[config.mk]
export PLATFORM = sky130hd
export DESIGN_NAME = pc_branch_unit
export DESIGN_NICKNAME = d
export VERILOG_FILES = /design/src/rtl/pc_pkg.sv /design/src/rtl/branch_adder.sv /design/src/rtl/pc_branch_unit.sv
export SDC_FILE = /design/constraint.sdc
export NUM_CORES = 1
export LEC_CHECK = 0
export BUFFER_PORTS_ARGS = -buffer_cell sky130_fd_sc_hd__buf_2
export CORE_ASPECT_RATIO = 0.9
export CORE_MARGIN = 5
export CORE_UTILIZATION = 48
export CTS_CLUSTER_DIAMETER = 40
export DETAILED_ROUTE_END_ITERATION = 10
export PLACE_DENSITY_LB_ADDON = 0.25
export SETUP_SLACK_MARGIN = 0.02
export SYNTH_ARGS = -nofsm -noshare
export SYNTH_HDL_FRONTEND = slang
export SYNTH_HIERARCHICAL = 1
export SYNTH_SLANG_ARGS = --single-unit
[constraint.sdc]
create_clock -name CLK -period 6.3 [get_ports CLK]
set_input_delay 1.89 -clock CLK [delete_from_list [all_inputs] [get_ports CLK]]
set_output_delay 1.89 -clock CLK [all_outputs]
set_load 0.01 [all_outputs]
[src/rtl/pc_pkg.sv]
// Shared definitions for the PC / branch unit: FSM state encoding,
// instruction size, default reset vector and an alignment helper.
package pc_pkg;

  // Fetch FSM states
  typedef enum logic [1:0] {
    RST_S = 2'b00,
    FETCH = 2'b01,
    REDIR = 2'b10,
    HALT  = 2'b11
  } pc_state_e;

  localparam logic [31:0] INSTR_BYTES          = 32'd4;
  localparam logic [31:0] DEFAULT_RESET_VECTOR = 32'h0000_0000;

  // Force an address onto a 4-byte instruction boundary
  function automatic logic [31:0] word_align(input logic [31:0] addr);
    return addr & 32'hFFFF_FFFC;
  endfunction

endpackage

[src/rtl/branch_adder.sv]
// Branch / jump target computation. Conditional branches and JAL use
// branch_pc + offset; JALR uses jalr_base + offset with bit 0 cleared.
// Purely combinational, 32-bit wrapping add.
module branch_adder (
  input  logic [31:0] branch_pc,
  input  logic [31:0] jalr_base,
  input  logic [31:0] offset,
  input  logic        jalr_en,
  output logic [31:0] target
);

  logic [31:0] base_s;
  logic [31:0] sum_s;

  // Select the base, add the offset and apply the JALR bit-0 clear
  always_comb begin
    if (jalr_en) begin
      base_s = jalr_base;
    end else begin
      base_s = branch_pc;
    end
    sum_s = base_s + offset;
    if (jalr_en) begin
      target = {sum_s[31:1], 1'b0};
    end else begin
      target = sum_s;
    end
  end

endmodule

[src/rtl/pc_branch_unit.sv]
// Program counter and branch redirect unit.
// FSM RST_S -> FETCH; a taken branch loads the target and spends one
// cycle in REDIR (FLUSH=1, no fetch request) before fetching again.
// Optional feature macro: PC_MISALIGN_TRAP_EN -- when defined, a target
// with bit 1 set is not loaded; the unit raises MISALIGNED and parks in
// HALT until RESET. When undefined, targets are word-aligned silently.
// All outputs are registered.
module pc_branch_unit
  import pc_pkg::*;
#(
  parameter logic [31:0] RESET_VECTOR = DEFAULT_RESET_VECTOR
) (
  input  logic        CLK,
  input  logic        RESET,
  input  logic        STALL,
  input  logic        INSTR_ACK,
  input  logic        BRANCH_TAKEN,
  input  logic        JALR_EN,
  input  logic [31:0] BRANCH_PC,
  input  logic [31:0] JALR_BASE,
  input  logic [31:0] BRANCH_OFFSET,
  output logic [31:0] PC,
  output logic        PC_REQ,
  output logic [31:0] PC_PLUS4,
  output logic        FLUSH,
  output logic        MISALIGNED
);

  pc_state_e   state_r;
  pc_state_e   state_next_s;
  logic [31:0] pc_r;
  logic [31:0] pc_next_s;
  logic [31:0] pc_plus4_r;
  logic        pc_req_r;
  logic        flush_r;
  logic        misaligned_r;
  logic [31:0] target_s;

  branch_adder u_branch_adder (
    .branch_pc (BRANCH_PC),
    .jalr_base (JALR_BASE),
    .offset    (BRANCH_OFFSET),
    .jalr_en   (JALR_EN),
    .target    (target_s)
  );

  // Next-state and next-PC selection; a taken branch beats stall and ack
  always_comb begin
    state_next_s = state_r;
    pc_next_s    = pc_r;
    case (state_r)
      RST_S: begin
        state_next_s = FETCH;
      end
      FETCH: begin
        if (BRANCH_TAKEN) begin
`ifdef PC_MISALIGN_TRAP_EN
          if (target_s[1]) begin
            state_next_s = HALT;
            pc_next_s    = pc_r;
          end else begin
            state_next_s = REDIR;
            pc_next_s    = word_align(target_s);
          end
`else
          state_next_s = REDIR;
          pc_next_s    = word_align(target_s);
`endif
        end else if (INSTR_ACK && !STALL) begin
          state_next_s = FETCH;
          pc_next_s    = pc_r + INSTR_BYTES;
        end else begin
          state_next_s = FETCH;
          pc_next_s    = pc_r;
        end
      end
      REDIR: begin
        // Branch inputs are ignored while the redirect bubble drains
        state_next_s = FETCH;
      end
      HALT: begin
        state_next_s = HALT;
      end
      default: begin
        state_next_s = RST_S;
        pc_next_s    = RESET_VECTOR;
      end
    endcase
  end

  // State, PC and registered output flags; RESET overrides every state
  always_ff @(posedge CLK) begin
    if (RESET) begin
      state_r      <= RST_S;
      pc_r         <= RESET_VECTOR;
      pc_plus4_r   <= RESET_VECTOR + INSTR_BYTES;
      pc_req_r     <= 1'b0;
      flush_r      <= 1'b0;
      misaligned_r <= 1'b0;
    end else begin
      state_r      <= state_next_s;
      pc_r         <= pc_next_s;
      pc_plus4_r   <= pc_next_s + INSTR_BYTES;
      pc_req_r     <= (state_next_s == FETCH);
      flush_r      <= (state_next_s == REDIR);
      misaligned_r <= (state_next_s == HALT);
    end
  end

  assign PC         = pc_r;
  assign PC_PLUS4   = pc_plus4_r;
  assign PC_REQ     = pc_req_r;
  assign FLUSH      = flush_r;
  assign MISALIGNED = misaligned_r;

endmodule

==> results of run 1 <==
-- worst paths after layout --
check / end / slack, ns / depth (start not counted)
hold / removal: PC[30] / 0.65 / 2
setup reg to reg: PC_PLUS4[30] / 2.68 / 9
setup / recovery: PC_PLUS4[30] / 0.38 / 18
hold reg to reg: PC[30] / 0.65 / 2
-- layer usage --
layer | up-vias | global-route usage | part of all wire
met5 | - | 0 | 0
met4 | 0 | 0.0650 | 0.017
met3 | 32 | 0.0506 | 0.071
met2 | 233 | 0.394 | 0.46
met1 | 2878 | 0.304 | 0.45
li1 | 3116 | - | -
-- worst min-delay path: stages (launching register included) --
cell and delay, ns:
sky130_fd_sc_hd__dfxtp_1 0.35, sky130_fd_sc_hd__nand2_1 0.12, sky130_fd_sc_hd__a31oi_1 0.11
-- cell type report --
class,count,area (um^2),area share
flip-flops and latches,65,1300,0.175
clock inverters,7,125,0.0168
repair buffers,210,1170,0.157
inverters,15,56.3,0.00758
clock buffers,9,225,0.0303
well taps,160,200,0.0269
multi-input cells,619,4360,0.586
-- power breakdown --
| group | switching (mW) | leakage [nW] | internal (mW) |
|---|---|---|---|
| Sequential | 0.0354 | 0.533 | 0.446 |
| Combinational | 0.315 | 2.57 | 0.260 |
| Clock | 0.205 | 0.171 | 0.391 |
-- sequential cells by signal, indices dropped and copies added, names as in the netlist --
signal / cells
PC_REQ: 1
PC: 30
state_r: 2
PC_PLUS4: 30
FLUSH: 1
MISALIGNED: 1
-- through the flow --
stage,utilization,hold WS [ns]
final,0.618,0.646
after global routing,0.618,0.700
after CTS,0.618,0.650
after detailed placement,0.589,0.640
after global placement,0.589,0.624
after floorplan,-,0.598
-- layout by cell type, fill, tap and decap left out, drive strengths merged, types with 10 or more instances in the layout --
cell type and count:
a21o 20, a21oi 43, a31oi 11, buf 210, dfxtp 65, ha 33, inv 16, mux2 33
mux2i 11, nand2 45, nand2b 10, nand3 29, nand4 21, nor2 98, nor2b 13, nor3 19
nor4 17, o21ai 26, or3 10, xnor2 27, xor2 15
==> PnR_summary.wiki, run 1 <==
{| class="wikitable"
! Metric !! Value
|-
| Count of pins on the block boundary || 169
|-
| Synth-to-layout area growth || 26.1%
|-
| Launching element of the worst setup path || JALR_EN
|-
| Unrepaired setup endpoints after global routing || false
|-
| Max-slew headroom || 0.287
|-
| Count of antenna diodes in the layout || 0
|-
| CTS tree || done
|-
| Count of filler cells inserted in the layout || 1120
|-
| Start point of the worst hold path || PC[30]
|-
| Post-layout power || 1.65 mW
|-
| DRC violation total after the first TritonRoute iteration || 404
|-
| TritonCTS buffer count || 9
|-
| Proportion of layout cells with a drive suffix above 1 || 0.310
|-
| Buffer count from post-CTS setup fixing || 0
|-
| Pre-CTS setup slack || 0.0603 ns
|-
| Hold buffer count at CTS || 0
|-
| Final clock period utilization by the worst path || 0.940
|-
| Routed vias || 6259
|-
| # H-tree levels || 3
|-
| DP Wirelength || 13600 um
|-
| Transition time of the tightest slew-check pin || 1.07 ns
|-
| Mean instance size in the synthesized netlist || 8.01 um^2
|-
| Max Fclk || 0.169 GHz
|-
| Status || finished, final reports clean
|-
| Die width || 127 um
|-
| Worst Path Required || 6.53 ns
|-
| Post-layout instance area || 7430 um^2
|-
| Weighted congestion at the end of routability-driven global placement || 0.907
|-
| Clock-pin slew on the worst setup and hold paths || 0.07 ns
|-
| Worst Skew || 0.0162 ns
|-
| CTS sink count || 65
|-
| Cell breakdown of the critical path || buf_2, buf_4, mux2_2, ha_1, o211ai_2, o21bai_4, o211ai_4, a211o_1, a22o_4, xnor2_1, or4bb_1, o21ai_0, a31oi_1, o31ai_1, or3_1, or2_1, nor4b_2, mux2_1
|-
| Via count of the first global-routing pass || 5970
|-
| Initial antenna violation count || 0
|-
| Starting density of the core || 0.490
|-
| Root buffer cell || sky130_fd_sc_hd__clkbuf_16
|-
| PostCTS Resize Cnt || 0
|-
| Count of buffers from port buffering || 164
|-
| Netlist area before placement || 5890 um^2
|-
| Cell with the largest stage delay on the worst path || sky130_fd_sc_hd__or3_1
|-
| Maximum number of pins on one net before global-route repair || 65
|-
| Max-slew violation count || 0
|-
| Number of setup violations in the final report || 0
|-
| Total negative slack || 0 ns
|-
| Worst Path Max Fanout || 16
|-
| Kind of cell with the highest combined delay on the critical path || compound AO/OA/AOI/OAI gates
|-
| Bufs and invs on worst path || 2
|-
| Residual DRC count || 0
|-
| Leakage || 3.28 nW
|-
| Final setup margin || 0.378 ns
|-
| Capturing element type of the critical path || register
|-
| Area of the die || 14600 um^2
|-
| Ys Warns || 6
|-
| Cell count after synthesis || 736
|-
| Critical path startpoint category || primary input
|-
| Global-route congestion overflow total || 0
|-
| Count of placed standard cells including taps || 1069
|-
| Non-filler instance count after layout || 1085
|-
| Wire length of the first global-routing pass || 28400 um
|-
| Worst supply voltage drop on vdd || 0.000132 V
|-
| Reported max-cap violation count || 0
|-
| Number of nets in the layout || 1056
|-
| Power per unit of standard cell area || 222 nW/um^2
|-
| Path class of the lowest-slack min-delay path || register to register
|-
| Crit path DAT || 6.15 ns
|-
| Final min period || 5.92 ns
|-
| Cell area reported after detailed placement || 7080 um^2
|-
| Maximum single-stage delay on the critical path || 0.45 ns
|-
| Die span in y || 115 um
|-
| Core Rows || 38
|-
| Clk Latency, worst-skew pair || 0.35 ns
|-
| GRT Util Overall || 0.234
|-
| Max clock buf depth || 2
|-
| Wire length per cell || 16.1 um
|-
| Post-DRT Antenna Nets || 0
|-
| Final number of hold-violating endpoints || 0
|-
| Core Area || 12000 um^2
|-
| Final wirelength || 17400 um
|-
| Number of search-and-repair iterations in the first detailed-routing pass || 5
|-
| Routed via count divided by cell count || 5.77
|-
| Class of the most critical setup path || primary input to register
|-
| Beginning of the worst register-to-register path || state_r[0]
|}
Note: power is estimated with default switching activity, not from simulation.
==> run 2, diff against run 1 <==
- ABC_AREA: default -> 1
- CORE_UTILIZATION: 48 -> 50
==> run 2 against run 1 <==
Clock skew down 0.010 ns. Non-clock buffer count down 45. Sequential share of layout area down 1.3 points. Cell count up 40%. Flip-flop and latch count unchanged. Clock-buffer cell count up 4. Hold slack worse by 0.14 ns. Fmax up 16%. Via count up 21%. Global-route usage down 0.41 points.
==> PnR_summary.wiki, run 2 <==
{| class="wikitable"
! Metric !! Value
|-
| Status || finished, final reports clean
|-
| Cell breakdown of the critical path || buf_2, buf_4, mux2_2, fa_1, nand3_1, nand3_1, nand2_1, nand2_2, nand2_1, nand2_2, xor2_1, a21oi_1, nand3_1, nand2_2, nor2_1, nand3_2, nor2_8, nand2_4, nor2_4, nand3_1, nand2_1, nor2_1
|-
| GRT Max-Usage Layer || met2
|-
| Number of setup violations in the final report || 0 (unchanged)
|-
| Worst Path Max Fanout || 23 (+7)
|-
| Final number of hold-violating endpoints || 0 (unchanged)
|-
| Crit path DAT || 5.32 ns (-0.83 ns)
|-
| DP Wirelength || 15200 um (+11%)
|-
| Cell count after synthesis || 1190 (+62%)
|-
| Worst Path Required || 6.52 ns (about the same)
|-
| Number of nets in the layout || 1477 (+40%)
|-
| Transition time of the tightest slew-check pin || 0.838 ns (-0.231 ns)
|-
| Area of combinational cells with multiple inputs || 4640 um^2 (+6.4%)
|-
| Final clock period utilization by the worst path || 0.810 (-0.130)
|-
| Buffer count from post-CTS setup fixing || 0 (unchanged)
|-
| Flip-flop and latch area || 1300 um^2 (unchanged)
|-
| Wire length of the first global-routing pass || 31100 um (+9.5%)
|-
| CTS sink count || 65 (unchanged)
|-
| Wire length per cell || 12.4 um (-23%)
|-
| TritonCTS buffer count || 9 (unchanged)
|-
| Residual DRC count || 0 (unchanged)
|-
| Final min period || 5.10 ns (-0.819 ns)
|-
| Most frequent standard cell in the layout excluding fill and tap cells || sky130_fd_sc_hd__nand2_1
|-
| Clk Latency, worst-skew pair || 0.33 ns (-0.02 ns)
|-
| Starting density of the core || 0.512 (+0.0222)
|-
| Pre-CTS setup slack || 0.837 ns (+0.777 ns)
|-
| Ys Warns || 6 (unchanged)
|-
| Maximum single-stage delay on the critical path || 0.48 ns (+0.03 ns)
|-
| Met1 GRT Util || 0.311 (+0.00742)
|-
| Final cell utilization of the core || 0.599 (-0.0185)
|-
| Number of search-and-repair iterations in the first detailed-routing pass || 6 (+1)
|-
| Final setup margin || 1.20 ns (+0.819 ns)
|-
| Max-slew violation count || 0 (unchanged)
|-
| # H-tree levels || 3 (unchanged)
|-
| PostCTS Resize Cnt || 0 (unchanged)
|-
| Global-route congestion overflow total || 0 (unchanged)
|-
| Cell depth of the worst setup path || 22 (+4)
|-
| Total negative slack || 0 ns (unchanged)
|-
| Routed vias || 7561 (+21%)
|-
| Cell depth of the worst min-delay path || 2 (unchanged)
|-
| Root buffer cell || sky130_fd_sc_hd__clkbuf_16
|-
| Power per unit of standard cell area || 187 nW/um^2 (-16%)
|-
| Met2 layer usage reported by global route || 0.386 (-0.00776)
|-
| Die width || 133 um (+5.1%)
|-
| Mean instance size in the synthesized netlist || 5.75 um^2 (-28%)
|-
| Worst Skew || 0.00577 ns (-0.0105 ns)
|-
| Max Fclk || 0.196 GHz (+16%)
|-
| Critical Path Most Common Cell || sky130_fd_sc_hd__nand3_1
|-
| Clock-pin slew on the worst setup and hold paths || 0.05 ns (-0.02 ns)
|-
| GRT Util Overall || 0.230 (-0.00412)
|-
| Routed via count divided by cell count || 4.99 (-13%)
|-
| Area of the die || 16100 um^2 (+10%)
|-
| Maximum number of pins on one net before global-route repair || 44 (-32%)
|-
| Count of pins on the block boundary || 169 (unchanged)
|-
| Cell with the largest stage delay on the worst path || sky130_fd_sc_hd__fa_1
|-
| Leakage || 4.66 nW (+42%)
|-
| Synth-to-layout area growth || 17.0%
|-
| Commonest cells after routing, fill and taps aside || sky130_fd_sc_hd__nand2_1 (403), sky130_fd_sc_hd__inv_1 (191), sky130_fd_sc_hd__buf_2 (164)
|-
| Netlist area before placement || 6840 um^2 (+16%)
|-
| Class of the most critical setup path || primary input to register
|-
| Max clock buf depth || 2 (unchanged)
|-
| Post-layout instance area || 8010 um^2 (+7.8%)
|-
| Initial antenna violation count || 0 (unchanged)
|-
| Bufs and invs on worst path || 2 (unchanged)
|-
| Critical path startpoint category || primary input
|-
| Count of buffers from port buffering || 164 (unchanged)
|-
| Die span in y || 121 um (+5.1%)
|-
| Count of antenna diodes in the layout || 0 (unchanged)
|-
| Count of filler cells inserted in the layout || 1369 (+22%)
|-
| Via count of the first global-routing pass || 6799 (+14%)
|-
| CTS tree || done
|-
| Capturing element type of the critical path || register
|-
| Unrepaired setup endpoints after global routing || false
|-
| Worst supply voltage drop on vdd || 0.000186 V (+41%)
|-
| Cell area reported after detailed placement || 7730 um^2 (+9.2%)
|-
| Reported max-cap violation count || 0 (unchanged)
|-
| Hold buffer count at CTS || 0 (unchanged)
|-
| Core Area || 13400 um^2 (+11%)
|-
| Path class of the lowest-slack min-delay path || register to register
|-
| Core Rows || 40 (+5.3%)
|-
| Reg2reg path depth || 18 (+9)
|-
| Proportion of layout cells with a drive suffix above 1 || 0.204 (-0.106)
|-
| Post-DRT Antenna Nets || 0 (unchanged)
|-
| DRC violation total after the first TritonRoute iteration || 574 (+42%)
|-
| Global routing met3 resource utilization || 0.0435 (-0.00709)
|-
| Weighted congestion at the end of routability-driven global placement || 0.915 (+0.85%)
|-
| Max-slew headroom || 0.441 (+0.154)
|-
| Final wirelength || 18700 um (+7.3%)
|-
| Kind of cell with the highest combined delay on the critical path || simple AND/OR/NAND/NOR gates
|}
==> run 2: cell count changes in the layout (fill, tap and decap cells not counted), sizes merged, moves of 13 or more <==
cell | previous run | this run
nor2b | 13 | 0
a21o | 20 | 1
inv | 16 | 200
buf | 210 | 165
nand2 | 45 | 425
nand3 | 29 | 80
a21oi | 43 | 74
xnor2 | 27 | 1
nor4 | 17 | 1
nor2 | 98 | 157
==> run 2: area by class of cell <==
type | instances | area share
clock buffer | 13 | 0.0325
clock inverter | 3 | 0.00187
inverter | 201 | 0.0945
multi-input combinational | 899 | 0.579
sequential | 65 | 0.162
tap | 168 | 0.0262
timing repair buffer | 165 | 0.103
==> run 2: final timing paths <==
path,slack [ns],to,startpoint
hold / removal,0.50,MISALIGNED,state_r[0]
setup reg to reg,3.37,PC_PLUS4[26],state_r[0]
hold reg to reg,0.50,MISALIGNED,state_r[0]
setup / recovery,1.20,PC_PLUS4[25],JALR_EN
==> run 2: layer usage <==
layer  vias up  part of all wire
li1       3987                 -
met1      3305              0.45
met5         -                 0
met2       242              0.46
met4         0             0.015
met3        27             0.074
==> run 2: power breakdown <==
part,internal (mW),switching [mW],total [mW]
combinational,0.206,0.358,0.564
sequential,0.447,0.0313,0.478
clock,0.285,0.170,0.455
total,0.939,0.559,1.50
==> run 2: worst min-delay path, stage by stage, from the launching register on <==
cell and delay, ns:
sky130_fd_sc_hd__dfxtp_1 0.33, sky130_fd_sc_hd__inv_2 0.08, sky130_fd_sc_hd__nor3_1 0.05
==> run 2: metrics by stage <==
step	std cells	hold WS (ns)	power, mW
after floorplan	1193	0.473	0.884
after global placement	1498	0.495	1.04
after detailed placement	1498	0.496	1.05
after CTS	1514	0.502	1.51
after global routing	1514	0.540	1.61
final	1514	0.503	1.50
==> run 3, diff against run 2 <==
- ABC_AREA: 1 -> 0
- CORE_UTILIZATION: 50 -> 54
- clock period: 6.3 -> 4.95 ns (I/O delays scaled with it)
==> run 3 against run 2 <==
The flow now finishes with violations (negative setup slack). First-iteration DRC count up 11%. Hold slack better by 0.17 ns. Clock skew is 0.0028 ns higher. Critical path depth decreased by 6. Cell area rose by 8.8%. Via count fell by 4.3%. Register-to-register slack got worse by 2.0 ns. Combinational power is 69% higher. Worst setup slack worse by 1.5 ns. Cell count fell by 23%. Sequential power up 29%. Highest routed layer unchanged.
==> PnR_summary.wiki, run 3 (synthesis gave the netlist of run 1 again) <==
{| class="wikitable"
! Metric !! Value
|-
| Status || finished with violations
|-
| Violated checks || negative setup slack
|-
| Worst Skew || 0.00857 ns (+0.00279 ns)
|-
| Max clock buf depth || 2 (unchanged)
|-
| Register-to-register setup slack || 1.33 ns (-2.04 ns)
|-
| Final wirelength || 21900 um (+17%)
|-
| Reported max-cap violation count || 0 (unchanged)
|-
| Reg2reg path depth || 9 (-9)
|-
| Path class of the lowest-slack min-delay path || register to register
|-
| Transition time of the tightest slew-check pin || 1.20 ns (+0.362 ns)
|-
| Post-layout instance area || 8720 um^2 (+8.8%)
|-
| Worst supply voltage drop on vdd || 0.000267 V (+44%)
|-
| CTS sink count || 65 (unchanged)
|-
| Combinational share of power || 0.430 (+0.053)
|-
| Weighted congestion at the end of routability-driven global placement || 0.931 (+1.7%)
|-
| Sequential power share || 0.278 (-0.041)
|-
| Worst setup path endpoint || PC_PLUS4[28]
|-
| Clock-pin slew on the worst setup and hold paths || 0.06 ns (about the same)
|-
| Starting density of the core || 0.547 (+0.0353)
|-
| Post-DRT Antenna Nets || 0 (unchanged)
|-
| Die span in y || 109 um (-9.8%)
|-
| Via count of the first global-routing pass || 7013 (+3.1%)
|-
| Cell area reported after detailed placement || 7810 um^2 (+0.99%)
|-
| Residual DRC count || 0 (unchanged)
|-
| Proportion of layout cells with a drive suffix above 1 || 0.440 (+0.236)
|-
| Number of nets in the layout || 1158 (-22%)
|-
| Crit path DAT || 5.47 ns (+0.15 ns)
|-
| Final clock period utilization by the worst path || 1.06
|-
| Power per unit of standard cell area || 255 nW/um^2 (+36%)
|-
| Maximum number of pins on one net before global-route repair || 65 (+48%)
|-
| CTS tree || done
|-
| Clk Latency, worst-skew pair || 0.34 ns (about the same)
|-
| Wire length of the first global-routing pass || 32700 um (+5.3%)
|-
| Critical path startpoint category || primary input
|-
| Area of the die || 13100 um^2 (-19%)
|-
| Root buffer cell || sky130_fd_sc_hd__clkbuf_16
|-
| Post-layout power || 2.22 mW (+48%)
|-
| Pint || 1.44 mW (+53%)
|-
| TritonCTS buffer count || 9 (unchanged)
|-
| Routed vias || 7234 (-4.3%)
|-
| Synth-to-layout area growth || 47.9%
|-
| Unrepaired setup endpoints after global routing || true
|-
| Worst Path Max Fanout || 5 (-78%)
|-
| Net switching power of the design || 0.784 mW (+40%)
|-
| Most frequent standard cell in the layout excluding fill and tap cells || sky130_fd_sc_hd__buf_2
|-
| Final min period || 5.24 ns
|-
| Max-slew violation count || 0 (unchanged)
|-
| Core Rows || 36 (-10%)
|-
| Core Area || 10800 um^2 (-19%)
|-
| Final number of hold-violating endpoints || 0 (unchanged)
|-
| Class of the most critical setup path || primary input to register
|-
| Launching element of the worst setup path || JALR_EN
|-
| Global-route congestion overflow total || 0 (unchanged)
|-
| Capturing element type of the critical path || register
|-
| Beginning of the worst register-to-register path || state_r[0]
|-
| Max Fclk || 0.191 GHz
|-
| Total negative slack || -2.16 ns (-2.16 ns)
|-
| DRC violation total after the first TritonRoute iteration || 637 (+11%)
|-
| End of the worst register-to-register path || PC_PLUS4[28]
|-
| Number of search-and-repair iterations in the first detailed-routing pass || 6 (unchanged)
|-
| Leakage || 3.89 nW (-17%)
|-
| Count of buffers from port buffering || 164 (unchanged)
|-
| Initial antenna violation count || 0 (unchanged)
|-
| Number of setup violations in the final report || 17 (+17)
|-
| Max-slew headroom || 0.200 (-0.241)
|-
| Die width || 120 um (-9.9%)
|-
| Count of filler cells inserted in the layout || 710 (-48%)
|-
| Pre-CTS setup slack || -0.650 ns (-1.49 ns)
|-
| # H-tree levels || 3 (unchanged)
|-
| Worst Path Required || 5.18 ns (-1.34 ns)
|-
| Wire length per cell || 18.9 um (+52%)
|-
| Final setup margin || -0.290 ns (-1.49 ns)
|-
| GRT Util Overall || 0.304 (+0.0741)
|-
| DP Wirelength || 15200 um (-0.17%)
|-
| Count of pins on the block boundary || 169 (unchanged)
|-
| Portion of total power attributed to the clock network || 0.292 (-0.012)
|-
| Commonest cells after routing, fill and taps aside || sky130_fd_sc_hd__buf_2 (163), sky130_fd_sc_hd__buf_4 (133), sky130_fd_sc_hd__nor2_1 (94)
|-
| Fraction of power spent switching nets || 0.353 (-0.0203)
|-
| Routed via count divided by cell count || 6.23 (+25%)
|-
| Fin Hold WS || 0.668 ns (+0.165 ns)
|}
run 3: changes by cell type in the layout (fill, tap and decap cells not counted), moves of 14 or more:
cell                      previous run  this run
sky130_fd_sc_hd__a21oi_1            72        33
sky130_fd_sc_hd__xnor2_1             1        25
sky130_fd_sc_hd__nand2_2            19         1
sky130_fd_sc_hd__buf_6               0        14
sky130_fd_sc_hd__nor2_1            136        94
sky130_fd_sc_hd__buf_4               1       133
sky130_fd_sc_hd__nand2_1           403        44
sky130_fd_sc_hd__a21o_1              1        19
sky130_fd_sc_hd__inv_1             191        14
sky130_fd_sc_hd__nand3_1            73        26
sky130_fd_sc_hd__o21ai_0            26        12
run 3: area by class of cell:
type                    instances  area (um^2)  share of cell area
multi-input cells             619         4880               0.560
clock inverters                 5         55.1             0.00632
flip-flops and latches         65         1300               0.149
diodes                          1         2.50            0.000287
repair buffers                312         2010               0.230
clock buffers                  11          243              0.0278
inverters                      15         56.3             0.00646
well taps                     133          166              0.0191
run 3: what timing repair did:
action / 4_1_cts / 5_1_grt
setup buffers: 8 / 13
endpoints found under the setup margin: 19 / 20
pin swaps: 21 / 26
gates resized for setup: 28 / 70
hold buffers: 0 / 0
run 3: how the worst min path moves through the flow:
stage           start  endpoint  slack [ns]  cells after the start
2_1_floorplan  PC[30]    PC[30]        0.60                      2
4_1_cts        PC[30]    PC[30]        0.64                      2
3_5_place_dp   PC[30]    PC[30]        0.63                      2
3_3_place_gp   PC[30]    PC[30]        0.60                      2
6_report       PC[30]    PC[30]        0.67                      2
5_1_grt        PC[30]    PC[30]        0.69                      2
run 3: power by group through the flow:
| stage | Clock [mW] | Sequential (mW) | Combinational [mW] |
|---|---|---|---|
| global placement | 0 | 0.621 | 0.835 |
| CTS | 0.638 | 0.613 | 0.884 |
| finish | 0.650 | 0.618 | 0.954 |
| floorplan | 0 | 0.631 | 0.497 |
| global route | 0.668 | 0.622 | 1.03 |
| detailed placement | 0 | 0.622 | 0.854 |
run 3: worst max-delay path, cell delays in order:
cell                       delay, ns
sky130_fd_sc_hd__buf_12         0.11
sky130_fd_sc_hd__mux2_4         0.30
sky130_fd_sc_hd__ha_4           0.16
sky130_fd_sc_hd__fa_2           0.36
sky130_fd_sc_hd__a21o_1         0.21
sky130_fd_sc_hd__a221oi_4       0.34
sky130_fd_sc_hd__xnor2_1        0.18
sky130_fd_sc_hd__nand2b_4       0.17
sky130_fd_sc_hd__o31ai_4        0.07
sky130_fd_sc_hd__a211oi_2       0.26
sky130_fd_sc_hd__or4b_4         0.53
sky130_fd_sc_hd__nor4_4         0.25
sky130_fd_sc_hd__nand4_1        0.26
sky130_fd_sc_hd__buf_4          0.23
sky130_fd_sc_hd__nor3_4         0.21
sky130_fd_sc_hd__mux2_4         0.32
run 3: through the flow:
| stage | instances | utilization |
|---|---|---|
| after global placement | 1124 | 0.725 |
| after CTS | 1147 | 0.769 |
| after global routing | 1160 | 0.809 |
| final | 1161 | 0.810 |
| after detailed placement | 1124 | 0.725 |
| after floorplan | 739 | - |
run 3: per-layer routing:
metal / global-route usage / wire (um)
met1: 0.350 / 8100
met2: 0.566 / 11200
met3: 0.0529 / 1810
met4: 0.107 / 794
met5: 0 / 0
